$ cat src/rtl/key_pulse_gen_pkg.sv
// Shared constants for the push-button pulse generator: channel priority order and default debounce sizing.
package key_pulse_gen_pkg;

  localparam int DEBOUNCE_CYCLES_DEF = 4;
  localparam int CNT_W_DEF           = 8;
  localparam int NUM_CH              = 3;

  // Enum value doubles as bit index into per-channel vectors; lower index wins.
  typedef enum logic [1:0] {
    CH_A = 2'd0,
    CH_B = 2'd1,
    CH_C = 2'd2
  } ch_e;

  function automatic logic [NUM_CH-1:0] prio_grant(input logic [NUM_CH-1:0] pend);
    prio_grant = '0;
    if (pend[CH_A])      prio_grant[CH_A] = 1'b1;
    else if (pend[CH_B]) prio_grant[CH_B] = 1'b1;
    else if (pend[CH_C]) prio_grant[CH_C] = 1'b1;
  endfunction

endpackage

$ cat src/rtl/key_debounce_ch.sv
// Purpose: synchronize and debounce one raw button, flag the debounced 0->1 transition.
// Latency: rise asserts combinationally on the edge the stable level flips, DEBOUNCE_CYCLES+1 edges after first sample.
// Backpressure: none; rise is a single-edge strobe the parent must capture.
module key_debounce_ch #(
  parameter int DEBOUNCE_CYCLES = 4,
  parameter int CNT_W           = 8
) (
  input  logic clk,
  input  logic rst,
  input  logic btn,
  output logic rise
);

  localparam logic [CNT_W-1:0] CNT_LAST = CNT_W'(DEBOUNCE_CYCLES - 1);

  logic             sync1;
  logic             sync2;
  logic             stable;
  logic [CNT_W-1:0] cnt;
  logic             accept;

  assign accept = (sync2 != stable) && (cnt == CNT_LAST);
  assign rise   = accept && sync2;

  always_ff @(posedge clk or negedge rst) begin
    if (!rst) begin
      sync1  <= 1'b0;
      sync2  <= 1'b0;
      stable <= 1'b0;
      cnt    <= '0;
    end else begin
      sync1 <= btn;
      sync2 <= sync1;
      if (sync2 == stable) begin
        cnt <= '0;
      end else if (accept) begin
        stable <= sync2;
        cnt    <= '0;
      end else begin
        cnt <= cnt + CNT_W'(1);
      end
    end
  end

endmodule

$ cat src/rtl/key_pulse_gen.sv
// Purpose: three debounced buttons -> one-cycle A/B/C press pulses, A > B > C priority, drop flag on lost press.
// Latency: uncontended pulse is high the cycle after edge e0+DEBOUNCE_CYCLES+2 (e0 = first edge sampling the press).
// Backpressure: none downstream; a press arriving while its own channel is still pending is discarded and flagged.
module key_pulse_gen
  import key_pulse_gen_pkg::*;
#(
  parameter int DEBOUNCE_CYCLES = DEBOUNCE_CYCLES_DEF,
  parameter int CNT_W           = CNT_W_DEF
) (
  input  logic clk,
  input  logic rst,
  input  logic btn_a,
  input  logic btn_b,
  input  logic btn_c,
  output logic A,
  output logic B,
  output logic C,
  output logic drop
);

  logic [NUM_CH-1:0] btn;
  logic [NUM_CH-1:0] rise;
  logic [NUM_CH-1:0] pend;
  logic [NUM_CH-1:0] grant;
  logic [NUM_CH-1:0] drop_hit;

  assign btn = {btn_c, btn_b, btn_a};

  for (genvar i = 0; i < NUM_CH; i++) begin : g_ch
    key_debounce_ch #(
      .DEBOUNCE_CYCLES(DEBOUNCE_CYCLES),
      .CNT_W          (CNT_W)
    ) u_ch (
      .clk (clk),
      .rst (rst),
      .btn (btn[i]),
      .rise(rise[i])
    );
  end

  assign grant    = prio_grant(pend);
  // A rise that coincides with its own grant re-arms the bit instead of dropping.
  assign drop_hit = rise & pend & ~grant;

  always_ff @(posedge clk or negedge rst) begin
    if (!rst) begin
      pend <= '0;
      A    <= 1'b0;
      B    <= 1'b0;
      C    <= 1'b0;
      drop <= 1'b0;
    end else begin
      pend <= (pend & ~grant) | rise;
      A    <= grant[CH_A];
      B    <= grant[CH_B];
      C    <= grant[CH_C];
      drop <= |drop_hit;
    end
  end

endmodule

$ cat config.mk
export PLATFORM = sky130hd
export DESIGN_NAME = key_pulse_gen
export DESIGN_NICKNAME = d
export VERILOG_FILES = /design/src/rtl/key_pulse_gen_pkg.sv /design/src/rtl/key_debounce_ch.sv /design/src/rtl/key_pulse_gen.sv
export SDC_FILE = /design/constraint.sdc
export NUM_CORES = 1
export LEC_CHECK = 0
export ABC_CLOCK_PERIOD_IN_PS = 1900
export BUFFER_PORTS_ARGS = -buffer_cell sky130_fd_sc_hd__buf_2
export CELL_PAD_IN_SITES_DETAIL_PLACEMENT = 1
export CELL_PAD_IN_SITES_GLOBAL_PLACEMENT = 1
export CORE_MARGIN = 8
export CORE_UTILIZATION = 47
export CTS_CLUSTER_DIAMETER = 80
export DETAILED_ROUTE_END_ITERATION = 6
export GPL_TIMING_DRIVEN = 0
export PLACE_DENSITY = 0.76
export SLEW_MARGIN = 20
export SYNTH_ARGS = -nofsm -noshare
export SYNTH_HDL_FRONTEND = slang
export SYNTH_SLANG_ARGS = --single-unit
$ cat constraint.sdc
create_clock -name clk -period 1.9 [get_ports clk]
set_input_delay 0.19 -clock clk [delete_from_list [all_inputs] [get_ports clk]]
set_output_delay 0.19 -clock clk [all_outputs]
set_load 0.05 [all_outputs]
==> run_results.csv, run 1 <==
group,metric,value,unit
outcome,outcome,"complete, no violations",
timing,setup_viol,0,
cts,cts_inserted_buffers,5,
grt,grt_max_degree,41,
final_layout,layout-drive-gt1-share,0.1310,
grt,grt_pass1_vias,1264,
timing,slew_headroom,0.4193,
synth,yosysTopAreaCell,"dfrtp_1",
timing,report.final.hold_viol_count,0,
power_and_ir_drop,leakagePower,0.8358,nW
routing,viasPerCell,5.379,
final_layout,final_cell_mix,"dfrtp_1 (40), nor2_1 (14), o21ai_0 (13)",
power_and_ir_drop,p_sw_frac,0.3089,
synth,synth_top_family_by_area,"simple AND/OR/NAND/NOR gates",
floorplan,start_util,0.4940,
setup_path,critPathSlowestCell,"nor4b_1",
cts,cts_max_level,2,
place,dp_slack,0.1979,ns
power_and_ir_drop,design_power_total,2.046,mW
final_layout,post-route-util,0.5588,
synth,synth-edff-count,0,
final_layout,antenna_cells,0,
power_and_ir_drop,p_switching,0.6319,mW
setup_path,critPathKind,"reg2reg",
grt,grt_pass1_wl,5.865,mm
grt,grtUsageMet2,0.2397,
setup_path,crit_path_cell_trace,"ha_1 -> nor4b_1 -> a22o_1 -> nor2_1",
final_layout,mostFrequentLayoutCell,"dfrtp_1",
cts,post_cts_buffers,0,
cts,clockBufferDepth,2,
timing,fin_skew,0.01253,ns
synth,synthesis.area,1662,um^2
timing,rsz0062_at_grt,"no",
synth,yosys.area_share.simple,0.2033,
synth,synth.area.top_cells,"dfrtp_1 (60%), xor2_1 (4.2%), o21ai_0 (3.9%)",
final_layout,multi_input_area,648.1,um^2
floorplan,dieArea,5694,um^2
power_and_ir_drop,peakVddDrop,0.6044,mV
synth,synthXorXnorAreaFrac,0.05798,
synth,synth_top_area_share,0.6024,
place,io_buffer_count,8,
synth,yosysSeqAreaShare,0.6024,
final_layout,fin_cells,214,
grt,busiest_layer,"met2",
synth,synth.mux.area_fraction,0.01355,
timing,worstMarginPinSlew,0.8710,ns
timing,worst_slack,0.2070,ns
power_and_ir_drop,p_clk_frac,0.275,
setup_path,crit_buf_inv,0,
setup_path,crit_path_max_incr_delay,0.46,ns
routing,drc,0,
floorplan,die_h,75.46,um
floorplan,num_rows,21,
synth,synth_adder_area_share,0.02259,
synth,synthesis.nets,156,
power_and_ir_drop,seq_power_share,0.520,
routing,wire_per_inst,15.52,um
cts,cts_tree,"yes",
hold_path,min_path_type,"reg2reg",
cts,cts_sinks,40,
grt,use_met1,0.1493,
timing,fin_crit,1.693,ns
cts,cts_root_buf,"clkbuf_4",
synth,ys_seq_elements,40,
routing,drt_iter0_markers,22,
setup_path,cp_top_family,"simple AND/OR/NAND/NOR gates",
final_layout,num-nets-final,175,
synth,synth_top_flop_cell,"dfrtp_1",
synth,ys_warn_count,0,
grt,grt_usage,0.1365,
setup_path,worstPathRequired,2.13,ns
routing,drt.antenna.violating_nets,0,
routing,first_pass_iters,2,
routing,routed_wl,3.322,mm
synth,async_reset_ff_frac,1.000,
place,place.gp.congestion,0.7226,
cts,clkTransAtPathRegs,0.12,ns
synth,ys_types,27,
grt,grtUsageMet3,0.04079,
floorplan,io_pins,9,
setup_path,cp.arrival,1.93,ns
timing,fin_crit_sh,0.8911,
timing,slew_violations,0,
timing,fin_tns_setup,0,ns
power_and_ir_drop,pwr-share-comb,0.205,
power_and_ir_drop,power_density,1089,nW/um^2
final_layout,regArea,1001,um^2
synth,synth_compound_gate_area_share,0.09262,
floorplan,die_w,75.46,um
grt,antenna_found_initial,0,
setup_path,critPathLaunchType,"flop",
job,drv_cap,0,
synth,post_synth.cell_area_avg,11.23,um^2
floorplan,coreArea,3363,um^2
setup_path,cp_max_fo,8,
place,placed_cells_incl_taps,202,
final_layout,fillCellCount,390,
power_and_ir_drop,p_int,1.414,mW
cts,clk_latency,0.35,ns
routing,via_count,1151,
setup_path,endpoint_kind,"flop",
synth,syn-instance-count,148,
final_layout,layout-area-overhead-vs-synth,13.10,%
timing,max_clock_freq,0.5907,GHz
grt,overflow,0,
==> registers in the layout, summed over array words and instances, names as in the netlist <==
signal / cells
g_ch.u_ch.cnt: 24
pend: 3
C: 1
g_ch.u_ch.sync2: 3
drop: 1
A: 1
B: 1
g_ch.u_ch.sync1: 3
g_ch.u_ch.stable: 3
==> cells in the mapped netlist, drive strengths merged (2+ instances only) <==
library cell	count
nor3b	2
ha	3
dfrtp	40
nor3	3
inv	2
mux2	2
nor2	14
nand3	10
o21ai	14
nand4	3
a21oi	9
xnor2	3
nor4b	3
nand2	11
or3	10
nand2b	2
xor2	8
==> kinds of logic after synthesis <==
kind of cell	count (synthesis)
xor gates and xnor gates	11
AOI/OAI and AO/OA	26
muxes	2
adders and majority gates	3
DFF	40
and+or+nand+nor	63
buffers and inverters	3
==> repair_timing <==
item	CTS	global route
hold buffers	4	0
hold endpoints to repair	43	0
resized for setup	0	0
==> power by group through the flow <==
stage | clock, mW | combinational [mW] | sequential [mW]
after global placement | 0 | 0.395 | 1.07
after floorplan | 0 | 0.300 | 1.07
final | 0.562 | 0.420 | 1.06
after detailed placement | 0 | 0.415 | 1.08
after global routing | 0.603 | 0.476 | 1.08
after CTS | 0.576 | 0.426 | 1.07
==> worst paths after layout <==
check / startpoint / end / slack, ns / cells past startpoint
hold reg to reg: g_ch[0].u_ch.sync1 / g_ch[0].u_ch.sync2 / 0.36 / 0
max in group asynchronous: rst / g_ch[1].u_ch.cnt[4] / 0.87 / 2
min in group asynchronous: rst / g_ch[2].u_ch.cnt[7] / 0.48 / 2
hold / removal: g_ch[0].u_ch.sync1 / g_ch[0].u_ch.sync2 / 0.36 / 0
setup / recovery: g_ch[2].u_ch.cnt[0] / g_ch[2].u_ch.cnt[2] / 0.21 / 4
setup reg to reg: g_ch[2].u_ch.cnt[0] / g_ch[2].u_ch.cnt[2] / 0.21 / 4
==> through the flow <==
stage / area [um^2] / hold WS [ns]
floorplan: 1662 / -0.1056
global placement: 1759 / 0.2976
detailed placement: 1759 / 0.2997
CTS: 1879 / 0.3635
global route: 1879 / 0.3709
finish: 1879 / 0.3626
==> area by class of cell <==
cell class,count,area share
inverter,2,0.003995
timing repair buffer,12,0.04261
sequential,40,0.5326
multi-input combinational,105,0.3449
tap,46,0.03063
clock inverter,3,0.02264
buffer,1,0.002663
clock buffer,5,0.01997
==> routing by layer <==
metal / share of wire / wire length (um)
met1: 0.43 / 1428
met2: 0.52 / 1717
met3: 0.035 / 115
met5: 0 / 0
met4: 0.018 / 60
No activity file was read; power rests on OpenSTA's default activity.
==> inputs of run 2 (changes only) <==
BUFFER_PORTS_ARGS = not set   (was -buffer_cell sky130_fd_sc_hd__buf_2)
CORE_UTILIZATION = 49   (was 47)
DONT_BUFFER_PORTS = 1   (was not set)
MAX_ROUTING_LAYER = met4   (was not set)
==> run 2 against run 1 <==
Sequential share of layout area grew 0.11 points. Global-route usage grew 0.41 points. Critical path depth is the same. Register-to-register slack gained 0.06 ns. Utilization grew 1.2 points. Wire length shrank 3.2%. Clock-buffer cell count grew 1. Setup slack gained 0.060 ns. Largest cell class unchanged.
==> run_results.csv, run 2 (same netlist as run 1, synthesis figures left out) <==
group,metric,value,unit
cts,cts_sinks,40,
power_and_ir_drop,power_density,1112,nW/um^2
cts,cts_max_level,2,
setup_path,crit_buf_inv,0,
timing,slew_violations,0,
final_layout,mostFrequentLayoutCell,"dfrtp_1",
cts,cts_inserted_buffers,5,
power_and_ir_drop,leakagePower,0.8170,nW
timing,worstMarginPinSlew,0.4369,ns
setup_path,critPathSlowestCell,"nor4b_1",
floorplan,die_w,74.23,um
setup_path,r2r_cells,4,
final_layout,largest_reg_flops,24,
floorplan,num_rows,21,
hold_path,min_path_type,"in2async",
cts,cts_tree,"yes",
timing,setup_viol,0,
timing,fin_crit_sh,0.8596,
timing,max_clock_freq,0.6123,GHz
final_layout,layout-area-overhead-vs-synth,12.88,%
final_layout,layout-drive-gt1-share,0.09938,
grt,grtUsageMet3,0.04582,
grt,grt_max_degree,41,
final_layout,antenna_cells,0,
routing,drt_iter0_markers,80,
final_layout,largest-register,"g_ch.u_ch.cnt",
floorplan,dieArea,5510,um^2
final_layout,final_cell_mix,"dfrtp_1 (40), nor2_1 (14), o21ai_0 (13)",
final_layout,final_area,1876,um^2
place,place.gp.congestion,0.7191,
timing,worst_slack,0.2668,ns
setup_path,crit_path_cell_trace,"ha_1 -> nor4b_1 -> nand2_1 -> mux2_2",
timing,fin_crit,1.633,ns
routing,wire_per_inst,15.54,um
final_layout,post-route-util,0.5710,
grt,grt_pass1_wl,5.747,mm
place,placed_area,1719,um^2
setup_path,critPathLaunchType,"flop",
final_layout,num-nets-final,168,
routing,routed_wl,3.216,mm
timing,fin_tns_setup,0,ns
cts,clkTransAtPathRegs,0.13,ns
routing,drt.antenna.violating_nets,0,
cts,clk_latency,0.36,ns
setup_path,cp_max_fo,4,
setup_path,reg2reg_slack,0.27,ns
job,drv_cap,0,
floorplan,coreArea,3284,um^2
routing,drc,0,
grt,grtUsageMet2,0.2168,
cts,clockBufferDepth,2,
setup_path,critPathKind,"reg2reg",
place,io_buffer_count,0,
routing,via_count,1143,
power_and_ir_drop,peakVddDrop,0.6116,mV
timing,report.final.hold_viol_count,0,
final_layout,fillCellCount,354,
power_and_ir_drop,design_power_total,2.087,mW
floorplan,start_util,0.5059,
routing,viasPerCell,5.522,
setup_path,cp.arrival,1.88,ns
place,dp_slack,0.1551,ns
floorplan,die_h,74.23,um
routing,first_pass_iters,4,
grt,overflow,0,
setup_path,cp_top_family,"simple AND/OR/NAND/NOR gates",
timing,rsz0062_at_grt,"no",
grt,busiest_layer,"met2",
grt,antenna_found_initial,0,
place,dpl.hpwl,2.228,mm
setup_path,cp_num_cells,4,
setup_path,worstPathRequired,2.15,ns
grt,grt_pass1_vias,1213,
grt,use_met1,0.1627,
setup_path,crit_path_max_incr_delay,0.40,ns
timing,slew_headroom,0.7046,
floorplan,io_pins,9,
grt,grt_usage,0.1406,
setup_path,endpoint_kind,"flop",
cts,cts_root_buf,"clkbuf_4",
timing,fin_skew,0.01713,ns
outcome,outcome,"complete, no violations",
## run 2: final cells by class
type                       instances  area, um^2  share of cell area
sequential                        40        1001              0.5337
multi-input combinational        105       654.4              0.3489
timing repair buffer               5       60.06             0.03202
tap                               46       57.56             0.03069
clock buffer                       6       51.30             0.02735
clock inverter                     2       38.79             0.02068
inverter                           2       7.507            0.004003
buffer                             1       5.005            0.002668
## run 2: per-stage QoR
step	cells	hold WS, ns
4_1_cts	207	0.2698
6_report	207	0.2803
2_1_floorplan	148	-0.1056
3_3_place_gp	194	-0.1043
3_5_place_dp	194	-0.1042
5_1_grt	207	0.2756
## run 2: worst paths after layout
kind / from / end
min reg2reg: g_ch[1].u_ch.sync1 / g_ch[1].u_ch.sync2
max: g_ch[0].u_ch.cnt[0] / g_ch[0].u_ch.stable
max in group asynchronous: rst / g_ch[1].u_ch.cnt[0]
min: rst / drop
min in group clk: g_ch[1].u_ch.sync1 / g_ch[1].u_ch.sync2
max reg2reg: g_ch[0].u_ch.cnt[0] / g_ch[0].u_ch.stable
## run 2: routing by layer
layer	routed length, um	vias up
met2	1564	17
li1	-	551
met5	0	-
met4	91	0
met1	1448	566
met3	112	9
## run 2: repair_timing
action | in CTS | in global routing
endpoints found under the hold margin | 43 | 0
gates resized for setup | 0 | 1
hold buffers | 5 | 0
setup buffers | 0 | 0
endpoints found under the setup margin | 0 | 8
## run 2: power by group
part           internal, mW  total [mW]  leakage (nW)  switching, mW
combinational         0.174       0.405         0.236          0.231
sequential            0.964        1.08         0.533          0.119
clock                 0.315       0.599        0.0484          0.284
total                  1.45        2.09         0.817          0.633
